===== src/rtl/hazard_scoreboard.sv =====
// Decode-side hazard scoreboard: tracks in-flight writers after decode,
// raises load-use stalls and registers operand forward selects for execute.
module hazard_scoreboard #(
  parameter  int NUM_REGS     = 8,
  parameter  int STAGES       = 3,
  parameter  int ALU_FWD_MIN  = 1,
  parameter  int LOAD_FWD_MIN = 2,
  localparam int REG_W        = $clog2(NUM_REGS),
  localparam int FWD_W        = $clog2(STAGES + 1)
) (
  input  logic             clk,
  input  logic             rst,
  input  logic             id_valid,
  input  logic [REG_W-1:0] id_rs,
  input  logic             id_rs_used,
  input  logic [REG_W-1:0] id_rt,
  input  logic             id_rt_used,
  input  logic             id_wr_en,
  input  logic [REG_W-1:0] id_wr_reg,
  input  logic             id_is_load,
  input  logic             flush,
  input  logic             mem_wait,
  output logic             stall,
  output logic [FWD_W-1:0] fwd_a,
  output logic [FWD_W-1:0] fwd_b,
  output logic             busy,
  output logic             err
);

  typedef struct packed {
    logic             v;
    logic             wr;
    logic [REG_W-1:0] rg;
    logic             ld;
  } slot_t;

  slot_t            r_slot [STAGES];
  logic [FWD_W-1:0] r_fwd_a;
  logic [FWD_W-1:0] r_fwd_b;
  logic             r_err_sticky;
  logic             r_err_pulse;

  logic [1:0][REG_W-1:0] w_src;
  logic [1:0]            w_used;
  logic [1:0]            w_haz;
  logic [1:0][FWD_W-1:0] w_fwd;
  logic                  w_busy;
  logic                  w_stall;
  logic                  w_issue;
  logic                  w_bad_wr;
  slot_t                 w_new;

  assign w_src  = {id_rt, id_rs};
  assign w_used = {id_rt_used, id_rs_used};

  // Youngest matching slot decides; the producer is one slot older by the
  // time the consumer reaches execute.
  always_comb begin
    logic hit;
    w_haz = '0;
    w_fwd = '0;
    for (int o = 0; o < 2; o++) begin
      hit = 1'b0;
      for (int s = 0; s < STAGES; s++) begin
        if (!hit && w_used[o] && r_slot[s].v && r_slot[s].wr &&
            r_slot[s].rg == w_src[o]) begin
          hit = 1'b1;
          if (s + 1 >= STAGES) begin
            w_fwd[o] = '0;
          end else if (s + 1 < (r_slot[s].ld ? LOAD_FWD_MIN
                                             : ALU_FWD_MIN)) begin
            w_haz[o] = 1'b1;
          end else begin
            w_fwd[o] = FWD_W'(s + 2);
          end
        end
      end
    end
  end

  always_comb begin
    w_busy = 1'b0;
    for (int s = 0; s < STAGES; s++) begin
      w_busy = w_busy | (r_slot[s].v & r_slot[s].wr);
    end
  end

  assign w_stall  = mem_wait | ((|w_haz) & id_valid & ~flush);
  assign w_issue  = id_valid & ~w_stall & ~flush;
  assign w_bad_wr = id_valid & id_wr_en &
                    (int'(id_wr_reg) >= NUM_REGS);

  always_comb begin
    w_new    = '0;
    w_new.v  = 1'b1;
    w_new.wr = id_wr_en;
    w_new.rg = id_wr_reg;
    w_new.ld = id_is_load;
  end

  always_ff @(posedge clk or posedge rst) begin
    if (rst) begin
      for (int k = 0; k < STAGES; k++) begin
        r_slot[k] <= '0;
      end
      r_fwd_a      <= '0;
      r_fwd_b      <= '0;
      r_err_sticky <= 1'b0;
      r_err_pulse  <= 1'b0;
    end else begin
      r_err_pulse <= flush & mem_wait;
      if (w_bad_wr) begin
        r_err_sticky <= 1'b1;
      end
      if (!mem_wait) begin
        for (int k = STAGES - 1; k > 0; k--) begin
          r_slot[k] <= r_slot[k-1];
        end
        r_slot[0] <= w_issue ? w_new : '0;
        r_fwd_a   <= w_issue ? w_fwd[0] : '0;
        r_fwd_b   <= w_issue ? w_fwd[1] : '0;
      end
    end
  end

  assign stall = w_stall;
  assign fwd_a = r_fwd_a;
  assign fwd_b = r_fwd_b;
  assign busy  = w_busy;
  assign err   = r_err_sticky | r_err_pulse;

endmodule


===== config.mk =====
export PLATFORM = sky130hd
export DESIGN_NAME = hazard_scoreboard
export DESIGN_NICKNAME = d
export VERILOG_FILES = /design/src/rtl/hazard_scoreboard.sv
export SDC_FILE = /design/constraint.sdc
export NUM_CORES = 1
export LEC_CHECK = 0
export BUFFER_PORTS_ARGS = -buffer_cell sky130_fd_sc_hd__buf_2
export CAP_MARGIN = 20
export CORE_UTILIZATION = 54
export CTS_CLUSTER_SIZE = 8
export DETAILED_ROUTE_END_ITERATION = 8
export PLACE_DENSITY = 0.81
export SETUP_SLACK_MARGIN = 0.1
export SLEW_MARGIN = 20
export SYNTH_ARGS = -nofsm -noshare
export SYNTH_HDL_FRONTEND = slang
export SYNTH_SLANG_ARGS = --single-unit

===== constraint.sdc =====
create_clock -name clk -period 6.8 [get_ports clk]
set_input_delay 2.04 -clock clk [delete_from_list [all_inputs] [get_ports clk]]
set_output_delay 2.04 -clock clk [all_outputs]
set_load 0.1 [all_outputs]

* Word level (Yosys, flattened, before mapping)
Cells that the tools add are included.
** Word-level totals
- Register bits after elaboration :: 22
- Latch bits :: 0
- Bits in writable memories :: 0
- Memory bits (read-only) :: 0
- Output and inout port bits :: 7
- Word-level logic and storage cells :: 87
- Memories :: 0
** Cells by class
- Add/sub/neg operators :: 0
- Multiply operators :: 0
- Div/mod/pow operators :: 0
- Magnitude comparators :: 2
- Equality and inequality tests :: 6
- Shifts and indexed selects :: 0
- Multiplexer cells :: 25
- Bitwise operators :: 13
- Reductions and logical operators :: 27
** Operators by type and width (number)
- 2-bit 2-to-1 mux :: 13
- 1-bit logical AND :: 22
- 3-bit == test :: 6
- 1-bit 2-to-1 mux :: 11
- 1-bit bitwise AND :: 8
- 6-bit 2-to-1 mux :: 1
- 1-bit zero test :: 4
- 1-bit OR :: 3
- 1-bit by 2-bit less-than comparator with 1-bit output, first input constant :: 1
- 2-bit less-than comparator, first input constant :: 1
- 1-bit inverter :: 2
- 2-bit OR reduction :: 1

* Longest topological paths before layout
Gate-level depths: netlist of the first run.
- Depth in word-level cells :: 18
- Mapped depth :: 5
- Mapped depth without buffers :: 4

* Least setup slack after synthesis of the first run
No wires, ideal clock.
- Path kind :: input port to output port
- Start :: input port id_rt[2]
- End :: output port stall
- Data arrival time :: 3.342 ns
- Required time :: 4.760 ns
- Path slack :: 1.418 ns
- Cell stages on the path :: 4
- Buffers on the path :: 0
- Cells stage by stage :: xor2_1 -> or4_4 -> a21oi_2 -> or2_2
** On the way
- Longest elaborated chain between the ends :: 13
- Elaborated cells on any way between the ends :: 16
** Ends and longest elaborated chain
- start: declaration :: line 16 : input logic [REG_W-1:0] id_rt,
- 3-bit == test :: line 66 : r_slot[s].rg == w_src[o]) begin
- 1-bit logical AND :: line 65 : if (!hit && w_used[o] && r_slot[s].v && r_slot[s].wr &&
- 1-bit 2-to-1 mux :: line 65
- 1-bit zero test :: line 65
- 1-bit logical AND (4 in a row) :: line 65
- 1-bit 2-to-1 mux (*) :: line 65
- 2-bit OR reduction (*) :: line 88 : assign w_stall = mem_wait | ((|w_haz) & id_valid & ~flush);
- 1-bit bitwise AND (*) (2 in a row) :: line 88
- 1-bit OR (*) :: line 88
- end: declaration :: line 23 : output logic stall,
Mark *: on every way between the ends. The rest lies on a longest branch, timed or not.

* Final worst setup path of the first run
Same ends and word-level chain as after synthesis.

==> flow_metrics.tcl, run 1 <==
set metrics [dict create \
    clock_tree_buf_depth 2 \
    synthesized_instance_count 89 \
    synth.yosys.seq_area_share_pct 47.1 \
    grt_pass1_wl_mm 2.88 \
    end_kind "output port" \
    leakagePower_uw 0.000550 \
    failed_checks "design-rule violations" \
    tritoncts_clock_tree "built" \
    holdBufCountCts 0 \
    hold_path_end "fwd_b[0]$_DFFE_PP0N_" \
    yosys_warnings 0 \
    synth.largest_area_cell "sky130_fd_sc_hd__dfrtp_1" \
    ant_nets 0 \
    worst_setup_hold_path_clk_slew_ns 0.10 \
    unique_masters_post_synth 21 \
    cts.root.buffer_cell "sky130_fd_sc_hd__clkbuf_4" \
    yosys_register_bits 18 \
    crit_path_start_kind "primary input" \
    worst-setup-path-type "primary input to output port" \
    design.final.nets 133 \
    post_cts.repair.setup_buffers 0 \
    drt_wl_total_mm 1.71 \
    maximum_vdd_ir_drop_v 0.000107 \
    tritoncts.num_buffers 3 \
    clkSinkCount 18 \
    worstSkewPairLatency_ns 0.29 \
    final_slew_viol_count 0 \
    hold_class "register to register" \
    core-area_um2 1580 \
    dominant_synthesized_flop_cell "sky130_fd_sc_hd__dfrtp_1" \
    hold_viol_final 0 \
    post_detail_place_hpwl_mm 1.27 \
    number_of_enable_flip_flop_cells_after_synthesis 0 \
    drive_above_1_share_pct 39.8 \
    overall_die_width_um 44.1 \
    dieArea_um2 1940 \
    ios 25 \
    asr_flop_ratio_synth_pct 100 \
    startpoint_of_the_most_critical_setup_path "id_rt[2]" \
    initial_utilization_pct 60.6 \
    worstRegToRegCells 5 \
    drv_cap 0 \
    worstReg2RegStart "r_slot[15]$_DFFE_PP0N_" \
    vias 731 \
    finalWorstPathRequiredPeriod_ns 5.80 \
    buffer_ports.inserted 24 \
    n_fill_cell 125 \
    layoutNonFillerInstCount 129 \
    worst-endpoint-arrival_ns 3.76 \
    ff2ff_setup_slack_ns 5.03 \
    antenna_found_initial 0 \
    ctsResizeCount 0 \
    maxSlewHeadroom_pct 55.7 \
    required_time_at_the_worst_slack_endpoint_ns 4.76 \
    dr.pass1.iters 6 \
    syn_area_um2 956 \
    via_count_of_the_first_global_routing_pass 693 \
    drt_iter0_drc 22 \
    critPathMaxFanout 11 \
    antennaDiodeCount 0 \
    power-per-cell-area_nw_per_um2 188 \
    place_inst 126 \
    final.period_utilization_pct 85.3 \
    timing.hold.worst.start "fwd_b[0]$_DFFE_PP0N_" \
    yosys-top-cells-area "sky130_fd_sc_hd__dfrtp_1, sky130_fd_sc_hd__xor2_1, sky130_fd_sc_hd__mux2_2, sky130_fd_sc_hd__o21ai_2, sky130_fd_sc_hd__nand2_1" \
    die_y_um 44.1 \
    hold_ws_ns 0.493 \
    post-synth-top-count-cell "sky130_fd_sc_hd__dfrtp_1" \
    largest_net_degree_at_the_start_of_global_routing 27 \
    synthesis.area_per_instance_um2 10.7 \
    rows 14 \
    final_util_pct 70.0 \
    worst-slew-pin-transition_ns 0.663 \
    route.detailed.drc 3 \
    syn_nets 107 \
    vias_per_cell 5.67 \
    grt_remaining_overflow 0 \
    synth.top_cell.area_share_pct 47.1 \
    setup_viol 0 \
    status "finished, violations left" \
    synth.top_cells.by_count "sky130_fd_sc_hd__dfrtp_1, sky130_fd_sc_hd__nand2_1, sky130_fd_sc_hd__xor2_1" \
    track_usage_pct 19.7 \
    htree_levels 1 \
    max_freq_mhz 172 \
    crit-reg2reg-capture "fwd_b[1]$_DFFE_PP0N_" \
    setup_tns_ns 0 \
    post_drt_wl_per_cell_um 13.3 \
    hold_path_depth 2 \
    globalplace.congestion 0.904 \
    area.growth.synth_to_final_pct 15.4 \
    worst_clock_skew_ns 0.00556 \
    rsz0062_at_grt "false" \
]
[area by class of cell]
class / count / area (µm²) / area share (%)
clock buffers: 3 / 22.5 / 2.04
inverters: 2 / 7.51 / 0.680
multi-input cells: 65 / 475 / 43.1
flip-flops and latches: 18 / 450 / 40.8
well taps: 16 / 20.0 / 1.81
repair buffers: 25 / 128 / 11.6
[worst max-delay path by stage]
stage | end | slack, ns | depth (start not counted)
2_1_floorplan | stall | 1.42 | 4
3_3_place_gp | stall | 1.03 | 7
6_report | stall | 1.00 | 7
5_1_grt | stall | 0.92 | 7
3_5_place_dp | stall | 1.01 | 7
4_1_cts | stall | 1.01 | 7
[logic make-up (layout without fill, tap and decap cells)]
kind of cell | count (synthesis) | in the layout | share of synthesized area (%)
AOI/OAI and AO/OA | 12 | 12 | 10.6
xor gates and xnor gates | 12 | 12 | 11.0
buffers and inverters | 6 | 30 | 3.14
DFF | 18 | 18 | 47.1
muxes | 7 | 7 | 8.25
and+or+nand+nor | 34 | 34 | 19.9
[critical path, cell delays in order]
cell and delay, ns:
sky130_fd_sc_hd__buf_2 0.12, sky130_fd_sc_hd__xor2_1 0.15, sky130_fd_sc_hd__or4_4 0.56, sky130_fd_sc_hd__a21oi_2 0.15, sky130_fd_sc_hd__buf_4 0.21, sky130_fd_sc_hd__or2_2 0.13
sky130_fd_sc_hd__buf_2 0.41
[sequential cells by signal, indices dropped and copies added, names as in the netlist]
signal and count:
r_slot 13, fwd_b 2, r_err_pulse 1, fwd_a 2
[report_power, final]
| part | total, µW | leakage, µW | switching, µW | internal (µW) |
|---|---|---|---|---|
| registers | 120 | 0.000243 | 6.49 | 113 |
| clock network | 51.3 | 0.0000138 | 30.7 | 20.6 |
| logic | 36.5 | 0.000293 | 22.3 | 14.1 |
[placed cells by master (no fill, tap or decap), types with 2 or more instances in the layout]
cell type,count
sky130_fd_sc_hd__buf_2,24
sky130_fd_sc_hd__clkbuf_4,3
sky130_fd_sc_hd__dfrtp_1,18
sky130_fd_sc_hd__inv_1,2
sky130_fd_sc_hd__mux2_2,7
sky130_fd_sc_hd__nand2_1,13
sky130_fd_sc_hd__nand3_1,3
sky130_fd_sc_hd__nand3b_1,5
sky130_fd_sc_hd__nor2_1,2
sky130_fd_sc_hd__nor4_1,4
sky130_fd_sc_hd__o21ai_2,6
sky130_fd_sc_hd__o31ai_1,4
sky130_fd_sc_hd__or4_4,2
sky130_fd_sc_hd__xor2_1,12
[routing by layer]
metal  global-route usage (%)  wire [µm]
met1                     28.1        835
met2                     32.1        795
met3                     3.67         80
met4                     3.64          0
met5                        0          0
[per-stage QoR]
step                setup slack (ns)  total power, µW  cell area [µm²]
floorplan                       1.42              147              956
global placement                1.03              158             1080
detailed placement              1.01              158             1080
CTS                             1.01              207             1100
global route                   0.920              216             1100
finish                          1.00              207             1100
Note: power is estimated with default switching activity, not from simulation.
==> run 2, diff against run 1 <==
CORE_UTILIZATION = 50   (was 54)
PLACE_DENSITY = 0.76   (was 0.81)
clock period = 6.2 ns   (was 6.8 ns; I/O delays follow)
==> run 2 against run 1 <==
  * The run now ends clean
  * Utilization shrank 6.4 points
  * Count of clock-buffer cells in the layout unchanged
  * Sequential share of layout area shrank 0.68 points
  * Register-to-register slack got worse by 0.62 ns
  * Global-route usage is 0.33 points higher
  * Routed wire length up 4.9%
  * Critical path type unchanged
  * Worst hold slack worse by 0.010 ns
  * Total power increased by 11%
  * First-iteration DRC count shrank 68%
  * Worst setup slack worse by 0.041 ns
  * Cell count rose by 7.8%
  * Sequential power increased by 9%
  * Highest routed layer is now met4
==> flow_metrics.tcl, run 2 (synthesized netlist as in run 1, its figures left out) <==
set metrics [dict create \
    drv_cap 0 \
    ios 25 \
    registers.top_by_ff_count "r_slot" \
    area.growth.synth_to_final_pct 17.4 \
    vias_per_cell 5.39 \
    finalWorstPathRequiredPeriod_ns 5.24 \
    design.final.nets 134 \
    largest_reg_flops 13 \
    leakagePower_uw 0.000555 \
    core-area_um2 1760 \
    hold_ws_ns 0.482 \
    post_drt_wl_per_cell_um 12.9 \
    vias 749 \
    ant_nets 0 \
    rows 15 \
    crit_chain "buf_2, xor2_1, or4_4, a21oi_2, or2_2, buf_2" \
    clkSinkCount 18 \
    critical_path_most_common_cell "sky130_fd_sc_hd__buf_2" \
    crit_path_start_kind "primary input" \
    most_frequent_cells_in_the_layout "sky130_fd_sc_hd__buf_2, sky130_fd_sc_hd__dfrtp_1, sky130_fd_sc_hd__nand2_1" \
    buffer_ports.inserted 24 \
    setup_viol 0 \
    status "complete, no violations" \
    cts.root.buffer_cell "sky130_fd_sc_hd__clkbuf_4" \
    htree_levels 1 \
    timing.critical_path.slowest_stage_cell "sky130_fd_sc_hd__or4_4" \
    worst_clock_skew_ns 0.0111 \
    track_usage_pct 20.1 \
    final.period_utilization_pct 84.5 \
    worst-endpoint-arrival_ns 3.38 \
    end_kind "output port" \
    worst-setup-path-type "primary input to output port" \
    overall_die_width_um 45.7 \
    grt_pass1_wl_mm 2.86 \
    drt_iter0_drc 7 \
    dr.pass1.iters 4 \
    route.detailed.drc 0 \
    total_power_uw 230 \
    power-per-cell-area_nw_per_um2 205 \
    maxSlewHeadroom_pct 55.4 \
    worstSkewPairLatency_ns 0.29 \
    largest_net_degree_at_the_start_of_global_routing 27 \
    maximum_vdd_ir_drop_v 0.000143 \
    ctsResizeCount 0 \
    dieArea_um2 2090 \
    setup_tns_ns 0 \
    tritoncts.num_buffers 3 \
    antennaDiodeCount 0 \
    die_y_um 45.7 \
    worst-slew-pin-transition_ns 0.669 \
    grt_remaining_overflow 0 \
    drt_wl_total_mm 1.79 \
    max_freq_mhz 191 \
    required_time_at_the_worst_slack_endpoint_ns 4.34 \
    initial_utilization_pct 54.2 \
    holdBufCountCts 0 \
    hold_class "register to register" \
    critical_path.max_stage_delay_ns 0.54 \
    tritoncts_clock_tree "built" \
    via_count_of_the_first_global_routing_pass 692 \
    critPathMaxFanout 2 \
    drive_above_1_share_pct 40.4 \
    rsz0062_at_grt "false" \
    clock_tree_buf_depth 2 \
    antenna_found_initial 0 \
    globalplace.congestion 0.752 \
    final_slew_viol_count 0 \
    post_cts.repair.setup_buffers 0 \
    layout_commonest_cell "sky130_fd_sc_hd__buf_2" \
    worst_setup_hold_path_clk_slew_ns 0.09 \
    post_detail_place_hpwl_mm 1.33 \
    hold_viol_final 0 \
]
## run 2: cell count changes in the layout (fill, tap and decap cells not counted), sizes merged
cell,before,now
buf,25,26
## run 2: metrics by stage
stage	cells	worst slack (ns)	util, %	cell area [µm²]
2_1_floorplan	89	1.18	-	956
3_3_place_gp	136	1.00	62.3	1100
3_5_place_dp	136	0.978	62.3	1100
4_1_cts	139	0.973	63.6	1120
5_1_grt	139	0.918	63.6	1120
6_report	139	0.960	63.6	1120
## run 2: path summary, 6_finish.rpt
path                                   startpoint                      to  slack (ns)  depth (start not counted)
max                                      id_rt[1]                   stall        0.96                          6
min                          fwd_a[0]$_DFFE_PP0N_    fwd_a[0]$_DFFE_PP0N_        0.48                          2
max reg2reg                r_slot[15]$_DFFE_PP0N_    fwd_a[1]$_DFFE_PP0N_        4.41                          5
min reg2reg                  fwd_a[0]$_DFFE_PP0N_    fwd_a[0]$_DFFE_PP0N_        0.48                          2
max in group asynchronous                     rst  r_slot[10]$_DFFE_PP0N_        4.12                          2
min in group asynchronous                     rst    fwd_b[1]$_DFFE_PP0N_        1.64                          2
## run 2: final cells by class
| class | count | area, µm² |
|---|---|---|
| tap | 25 | 31.3 |
| inverter | 2 | 7.51 |
| multi-input combinational | 65 | 475 |
| timing repair buffer | 26 | 135 |
| sequential | 18 | 450 |
| fill | 166 | 642 |
| clock buffer | 3 | 22.5 |
## run 2: routing by layer
| layer | vias to the layer above | track usage [%] | part of all wire, % |
|---|---|---|---|
| met3 | 4 | 2.78 | 2.3 |
| li1 | 364 | - | - |
| met2 | 14 | 34.9 | 53 |
| met4 | 0 | 12.4 | 1.7 |
| met1 | 367 | 23.1 | 43 |
| met5 | - | 0 | 0 |
## run 2: power by group
part	switching, µW	internal [µW]
registers	6.94	124
logic	25.0	15.9
clock network	35.6	22.6
total	67.5	163
## run 2: worst max-delay path: cells and delay by family
family | cells | cell delay (ns)
and+or+nand+nor | 2 | 0.66
buffers and inverters | 2 | 0.53
AOI/OAI and AO/OA | 1 | 0.17
xor gates and xnor gates | 1 | 0.16
